[config.mk]
export PLATFORM = sky130hd
export DESIGN_NAME = pipe_hazard_ctrl
export DESIGN_NICKNAME = d
export VERILOG_FILES = /design/src/rtl/RV32I_Inst_Pkg.sv /design/src/rtl/hold_timer.sv /design/src/rtl/pipe_hazard_ctrl.sv
export SDC_FILE = /design/constraint.sdc
export NUM_CORES = 1
export LEC_CHECK = 0
export ABC_AREA = 1
export CORE_MARGIN = 2
export CORE_UTILIZATION = 42
export DETAILED_ROUTE_END_ITERATION = 10
export GPL_TIMING_DRIVEN = 0
export PLACE_DENSITY_LB_ADDON = 0.15
export RECOVER_POWER = 100
export REMOVE_ABC_BUFFERS = 1
export SLEW_MARGIN = 10
export SYNTH_ARGS = -nofsm -noshare
export SYNTH_HDL_FRONTEND = slang
export SYNTH_SLANG_ARGS = --single-unit
[constraint.sdc]
create_clock -name clk -period 2.85 [get_ports clk]
set_clock_uncertainty 0.1 [all_clocks]
set_input_delay 0.4275 -clock clk [delete_from_list [all_inputs] [get_ports clk]]
set_output_delay 0.4275 -clock clk [all_outputs]
set_load 0.1 [all_outputs]
[src/rtl/RV32I_Inst_Pkg.sv]
// RV32I_Inst_Pkg: shared RV32I encodings and pipeline-control state type
package RV32I_Inst_Pkg;
  typedef enum logic [1:0] {PC_BOOT, PC_RUN, PC_HOLD} pipe_ctrl_state_e;
  localparam logic [6:0] RV32I_OP_LOAD = 7'b0000011;
  localparam logic [31:0] PIPE_NOP = 32'h0000_0013;
endpackage

[src/rtl/hold_timer.sv]
// hold_timer: saturating hold-length counter with sticky timeout flag
module hold_timer #(
  parameter int HOLD_TIMEOUT = 255,
  parameter int CNT_W = 16
) (
  input  logic clk,
  input  logic rst_n,
  input  logic start,
  input  logic run,
  output logic err
);
  localparam logic [CNT_W-1:0] LIMIT = CNT_W'(HOLD_TIMEOUT);
  logic [CNT_W-1:0] cnt, cnt_nxt;
  // start loads 1 for the first hold cycle, run extends it up to LIMIT, anything else clears
  always_comb cnt_nxt = start ? CNT_W'(1) : run ? (cnt == LIMIT ? cnt : cnt + 1'b1) : '0;
  // counter register; err latches the cycle the count reaches LIMIT and holds until reset
  always_ff @(posedge clk) begin
    if (!rst_n) begin
      cnt <= '0;
      err <= 1'b0;
    end else begin
      cnt <= cnt_nxt;
      err <= err | (cnt_nxt == LIMIT);
    end
  end
endmodule

[src/rtl/pipe_hazard_ctrl.sv]
// pipe_hazard_ctrl: RV32I stall/flush/redirect sequencer; perf counters under PIPE_HAZARD_CTRL_PERF_EN
module pipe_hazard_ctrl
  import RV32I_Inst_Pkg::*;
#(
  parameter logic [31:0] RESET_PC = 32'h0000_0000,
  parameter int HOLD_TIMEOUT = 255,
  parameter int CNT_W = 16
) (
  input  logic        clk,
  input  logic        rst_n,
  input  logic        hold_req,
  input  logic        jump_en_ex,
  input  logic [31:0] jump_addr_ex,
  input  logic        ex_is_load,
  input  logic        ex_reg_wen,
  input  logic [4:0]  ex_rd,
  input  logic [4:0]  id_rs1,
  input  logic [4:0]  id_rs2,
  input  logic        id_rs1_used,
  input  logic        id_rs2_used,
  output logic        stall_pc,
  output logic        stall_if_id,
  output logic        stall_id_ex,
  output logic        flush_if_id,
  output logic        flush_id_ex,
  output logic        redirect_en,
  output logic [31:0] redirect_addr,
  output logic        hold_err
`ifdef PIPE_HAZARD_CTRL_PERF_EN
  ,
  output logic [31:0] perf_stall_cnt,
  output logic [31:0] perf_flush_cnt,
  output logic [31:0] perf_bubble_cnt
`endif
);
  pipe_ctrl_state_e state, state_nxt;
  logic load_use, jump_take, bubble_take;
  assign load_use = ex_is_load & ex_reg_wen & (ex_rd != 5'd0) &
                    ((id_rs1_used & (id_rs1 == ex_rd)) | (id_rs2_used & (id_rs2 == ex_rd)));
  // state register
  always_ff @(posedge clk) begin
    if (!rst_n) state <= PC_BOOT;
    else state <= state_nxt;
  end
  // next state and controls; in RUN hold beats jump beats load-use
  always_comb begin
    state_nxt = state;
    stall_pc = 1'b0;
    stall_if_id = 1'b0;
    stall_id_ex = 1'b0;
    flush_if_id = 1'b0;
    flush_id_ex = 1'b0;
    redirect_en = 1'b0;
    redirect_addr = '0;
    jump_take = 1'b0;
    bubble_take = 1'b0;
    case (state)
      PC_BOOT: begin
        state_nxt = PC_RUN;
        redirect_en = 1'b1;
        redirect_addr = RESET_PC;
        flush_if_id = 1'b1;
        flush_id_ex = 1'b1;
      end
      PC_RUN: begin
        if (hold_req) begin
          state_nxt = PC_HOLD;
          stall_pc = 1'b1;
          stall_if_id = 1'b1;
          stall_id_ex = 1'b1;
        end else if (jump_en_ex) begin
          jump_take = 1'b1;
          redirect_en = 1'b1;
          redirect_addr = jump_addr_ex;
          flush_if_id = 1'b1;
          flush_id_ex = 1'b1;
        end else if (load_use) begin
          bubble_take = 1'b1;
          stall_pc = 1'b1;
          stall_if_id = 1'b1;
          flush_id_ex = 1'b1;
        end
      end
      PC_HOLD: begin
        state_nxt = hold_req ? PC_HOLD : PC_RUN;
        stall_pc = 1'b1;
        stall_if_id = 1'b1;
        stall_id_ex = 1'b1;
      end
      default: state_nxt = PC_BOOT;
    endcase
  end
  hold_timer #(.HOLD_TIMEOUT(HOLD_TIMEOUT), .CNT_W(CNT_W)) u_hold_timer (
    .clk  (clk),
    .rst_n(rst_n),
    .start(state == PC_RUN && hold_req),
    .run  (state == PC_HOLD && hold_req),
    .err  (hold_err)
  );
`ifdef PIPE_HAZARD_CTRL_PERF_EN
  // free-running event counters, wrapping at 2^32
  always_ff @(posedge clk) begin
    if (!rst_n) begin
      perf_stall_cnt <= '0;
      perf_flush_cnt <= '0;
      perf_bubble_cnt <= '0;
    end else begin
      perf_stall_cnt <= perf_stall_cnt + 32'(stall_pc);
      perf_flush_cnt <= perf_flush_cnt + 32'(jump_take);
      perf_bubble_cnt <= perf_bubble_cnt + 32'(bubble_take);
    end
  end
`else
  logic unused_ok;
  assign unused_ok = &{1'b0, jump_take, bubble_take};
`endif
endmodule
Yosys cells after proc, flatten, opt, wreduce, memory -nomap -nowiden
Cells that the tools add are included.
{"block": "word_totals", "register_bits": 19, "inputBits": 55, "output_inout_bits": 39, "word_cells": 43}
{"block": "op_classes", "addsub": 1, "n_eq_ne": 7, "mux": 21, "bitwise_logic": 7, "reduce_logical": 4}
{"op": "two-way mux 32 bit", "n": 3}
{"op": "two-way mux 16 bit", "n": 3}
{"op": "equality test 16 x 8 -> 1 bit (second input constant)", "n": 2}
{"op": "adder 16 x 1 -> 16 bit (second input constant)", "n": 1}
{"op": "equality test 5 bit", "n": 2}
{"op": "two-way mux 1 bit", "n": 8}
{"op": "one-hot mux 1 bit (2 select lines)", "n": 4}
{"op": "one-hot mux 2 bit (3 select lines)", "n": 1}
{"op": "bitwise AND 1 bit", "n": 5}
{"op": "nonzero test 5 bit", "n": 1}
{"op": "two-way mux 2 bit", "n": 2}
{"op": "equality test 2 x 1 -> 1 bit (second input constant)", "n": 1}
{"op": "equality test 2 bit (second input constant)", "n": 1}
{"op": "logical AND 1 bit", "n": 2}
{"op": "logical NOT 2 bit", "n": 1}
{"op": "inequality test 2 bit (second input constant)", "n": 1}
{"op": "bitwise OR 1 bit", "n": 2}

Depth between registers and ports, before layout
{"block": "depth", "ltp_word": 8, "mapped_depth": 13, "mapped_depth_nobuf": 13}

By module
From an unflattened synthesis, not the netlist that was laid out.
{"block": "unflattened", "hier_cells": 331, "hier_area_um2": 1883.1}
{"module": "hold_timer", "n_inst": 1, "cells_per_inst": 168, "area_each_um2": 1066.0}
{"module": "pipe_hazard_ctrl", "n_inst": 1, "cells_per_inst": 163, "area_each_um2": 817.0}

Worst setup path after synthesis
OpenSTA, ideal clock, no wires.
{"block": "synth_timing", "kind": "input to output", "from": "in ex_rd[1]", "to": "out stall_pc", "t_arrival_ns": 3.756, "required_time_ns": 2.322, "path_slack_ns": -1.433, "path_stages": 9, "n_path_buf": 1, "cell_sequence": "inv_1 nand2_1 o21ai_0 nor4_1 nand2_1 nand2_1 nand4_1 o21ai_0 buf_4"}
{"block": "synth_via", "elab_chain_len": 8, "word_cells_on_any_way": 12}
{"item": "start: declaration", "line_no": "pipe_hazard_ctrl.sv:16", "text": "input logic [4:0] ex_rd,"}
{"item": "equality test 5 bit", "line_no": "pipe_hazard_ctrl.sv:39", "text": "((id_rs1_used & (id_rs1 == ex_rd)) | (id_rs2_used & (id_rs2 == ex_rd)));"}
{"item": "bitwise AND 1 bit", "line_no": "pipe_hazard_ctrl.sv:39"}
{"item": "bitwise OR 1 bit", "line_no": "pipe_hazard_ctrl.sv:39"}
{"item": "bitwise AND 1 bit (*)", "line_no": "pipe_hazard_ctrl.sv:38", "text": "assign load_use = ex_is_load & ex_reg_wen & (ex_rd != 5'd0) &"}
{"item": "two-way mux 1 bit (*) (3 in a row)"}
{"item": "one-hot mux 1 bit (2 select lines) (*)"}
{"item": "end: declaration", "line_no": "pipe_hazard_ctrl.sv:21", "text": "output logic stall_pc,"}
Every way passes the cells marked *; elsewhere a longest branch is shown, timed or not.

Worst setup path after layout
{"block": "layout_timing", "from": "in hold_req", "to": "out redirect_addr[15]"}
{"block": "layout_via", "elab_chain_len": 2}
{"item": "start: declaration", "line_no": "pipe_hazard_ctrl.sv:11", "text": "input logic hold_req,"}
{"item": "two-way mux 32 bit", "line_no": "pipe_hazard_ctrl.sv:66", "text": "if (hold_req) begin"}
{"item": "two-way mux 32 bit", "line_no": "pipe_hazard_ctrl.sv:57", "text": "case (state)"}
{"item": "end: declaration", "line_no": "pipe_hazard_ctrl.sv:27", "text": "output logic [31:0] redirect_addr,"}
Every way passes these cells.

==> results by group <==
Place
  • Final HPWL DP: around 3.8 mm
  • Pre-CTS setup slack: -1.07 ns
  • Gpl congestion: 0.864
  • I/O Buffers: 93

Synth
  • YS warnings: 0
  • Most area-consuming cells after synthesis: dfxtp_1 (23%), nor2_1 (16%), inv_1 (14%)
  • Flops & latches, synth: 19
  • Avg Inst Size Synth: between 5 and 6 µm²
  • Cell taking the most area after synthesis: dfxtp_1
  • Gate Count Post-Synth: roughly 300
  • Synthesized area: 0.00169 mm²
  • Synth cell types: 33
  • Share of Yosys cell area claimed by the top area cell type: 0.225
  • Register area share after synthesis: 0.225

Global routing
  • First-pass GRT wire length: approximately 7.4 mm
  • Largest net degree at the start of global routing: 34
  • Global Route Usage Sum: 0.208
  • Initial antenna violation count: 0
  • Grt total ovfl: 0
  • Number of global-route vias before repair: 1849

Pwr
  • Pwr/cell area: ~580 mW/mm²
  • Tot Pwr: 1.44 mW
  • Worst IR Drop VDD: 0.00121 V
  • Leak: approximately 1.3 nW

Worst setup path
  • Critical Path AT: 2.16 ns
  • Startpoint class of the critical path: input pin
  • Crit. End Element: primary output
  • CP required: between 2 and 2.5 ns
  • R2r worst-path depth: 11
  • Reg-to-reg endpoint: u_hold_timer.err
  • Worst Setup EP: redirect_addr[15]
  • Largest stage delay, worst path: ~0.6 ns
  • Crit Path Category: input pin to primary output
  • Crit Reg-Reg Startpoint: u_hold_timer.cnt[0]
  • Worst-path cell chain: dlygate4sd3_1 > nor2_2 > nand2_4 > nor2_1 > clkbuf_2
  • CP startpoint: hold_req
  • Critical path's slowest cell: dlygate4sd3_1
  • Internal reg-to-reg setup slack: 0.41 ns
  • Worst-path fanout max: 33

Floorplanning
  • Initial Utilization: 0.428
  • Die Width: between 60 and 70 µm
  • Row count: 23
  • Ports: 94
  • DIE HEIGHT: roughly 67 µm
  • Die Footprint: approximately 0.0045 mm²
  • Core Area: 0.00394 mm²

Timing
  • Final WS setup: 0.164 ns
  • RSZ-0062 raised after global routing: false
  • Final Hold Viols: 0
  • Setup violators final: 0
  • Period utilization: 0.942
  • Slew margin rel.: 0.343
  • Final Max Tran Viols: 0
  • Measured slew at the worst slew-check pin: between 0.9 and 1 ns
  • Final hold slack: between 0.3 and 0.4 ns
  • Max Freq: around 0.37 GHz
  • Tmin final: 2.69 ns

Job
  • Maxcap violations: 0

Drt
  • First-pass iteration count of the detailed router: 4
  • Vias post-DR: 2072
  • DR iter-0 viols: 81
  • Vias per inst: 4.70
  • Post-route ant nets: 0
  • Total Wirelength: 4.65 mm
  • WL/cell: 10.5 µm
  • Residual DRC: 0

Clock network
  • CTS Hold Bufs: 0
  • Clock tree buffer depth: 2
  • Clock sinks: 19
  • Clock-pin slew on the worst setup and hold paths: 0.07 ns
  • Post-CTS Setup Inserts: 0
  • CTS tree: done
  • Htree depth: 1
  • Clk_lat worst skew: 0.26 ns
  • Num CTS Buffers: 3
  • Clock root cell: clkbuf_8

Cells and area
  • Nets: 452
  • Fillers: 373
  • Layout cells sized above 1: 0.128
  • Area grow syn2layout: 47.8%
  • Final Core Density: 0.633
  • Ant diodes: 0
  • Most frequent cells in the layout: nor2_1 (73), inv_1 (63), nand2_1 (54)
  • Most common cell after layout, fill and taps aside: nor2_1

Min path
  • Worst hold-check path type: flip-flop to flip-flop

Outcome
  • Status: finished clean
## what timing repair did
| action | CTS | global route |
|---|---|---|
| setup endpoints to repair | 38 | 38 |
| gates resized for setup | 190 | 11 |
| endpoints found under the hold margin | 0 | 0 |
## critical path: cells and delay by family
family / cells / cell delay (ns)
buffers and inverters: 2 / 1.08
AND/OR/NAND/NOR: 3 / 0.64
## routing by layer
metal | up-vias | GRT usage | wire [µm]
met5 | - | 0 | 0
met4 | 0 | 0.0638 | 68
met2 | 60 | 0.368 | 2260
li1 | 1101 | - | -
met1 | 905 | 0.260 | 2140
met3 | 6 | 0.0283 | 185
## power by group
group	internal, mW	total, mW	switching [mW]
Combinational	0.196	0.951	0.755
Clock	0.0995	0.192	0.0929
Sequential	0.281	0.299	0.0183
## area by class of cell
class / instances / area (µm²) / share of cell area
Multi-Input combinational cell: 210 / 1010 / 0.404
Timing Repair Buffer: 93 / 756 / 0.303
Sequential cell: 19 / 380 / 0.152
Inverter: 65 / 244 / 0.0978
Tap cell: 50 / 62.6 / 0.0251
Clock buffer: 4 / 45.0 / 0.0181
## synth_stat cells (all sizes together)
| master | instances |
|---|---|
| o22ai | 1 |
| a31oi | 1 |
| nand4 | 7 |
| dfxtp | 19 |
| clkbuf | 4 |
| nor2 | 78 |
| xor2 | 3 |
| xnor2 | 1 |
| nand2 | 56 |
| nor3 | 2 |
| a221oi | 2 |
| a211oi | 1 |
| o21a | 1 |
| or2 | 1 |
| buf | 3 |
| nand3 | 31 |
| nor4 | 1 |
| ha | 5 |
| clkinv | 1 |
| a21oi | 5 |
| o21ai | 9 |
| o21bai | 5 |
| inv | 64 |
## kinds of logic (layout without fill, tap and decap cells)
| family | count (synthesis) | after routing | share of synthesized area |
|---|---|---|---|
| buffers and inverters | 72 | 162 | 0.165 |
| adder cells (fa/ha/maj) | 5 | 5 | 0.0371 |
| AO/OA/AOI/OAI | 25 | 25 | 0.0927 |
| AND/OR/NAND/NOR | 176 | 176 | 0.459 |
| flip-flops | 19 | 19 | 0.225 |
| XOR/XNOR | 4 | 4 | 0.0208 |
## flip-flops by register name (all words and copies together) (netlist names)
register / cells
state: 2
u_hold_timer.err: 1
u_hold_timer.cnt: 16
## per-stage QoR
stage	instances	area, µm²	setup TNS (ns)
CTS	441	2510	0
global placement	437	2650	-31.87
global route	441	2490	0
finish	441	2490	0
floorplan	294	1650	-18.90
detailed placement	437	2650	-33.42
## worst min path at each step
| stage | cells past startpoint | to | from |
|---|---|---|---|
| floorplan | 2 | state[1] | state[0] |
| global placement | 2 | u_hold_timer.err | u_hold_timer.err |
| detailed placement | 2 | u_hold_timer.err | u_hold_timer.err |
| CTS | 2 | u_hold_timer.err | u_hold_timer.err |
| global route | 2 | u_hold_timer.err | u_hold_timer.err |
| finish | 2 | u_hold_timer.err | u_hold_timer.err |
Power figures use the tool's default switching activity.
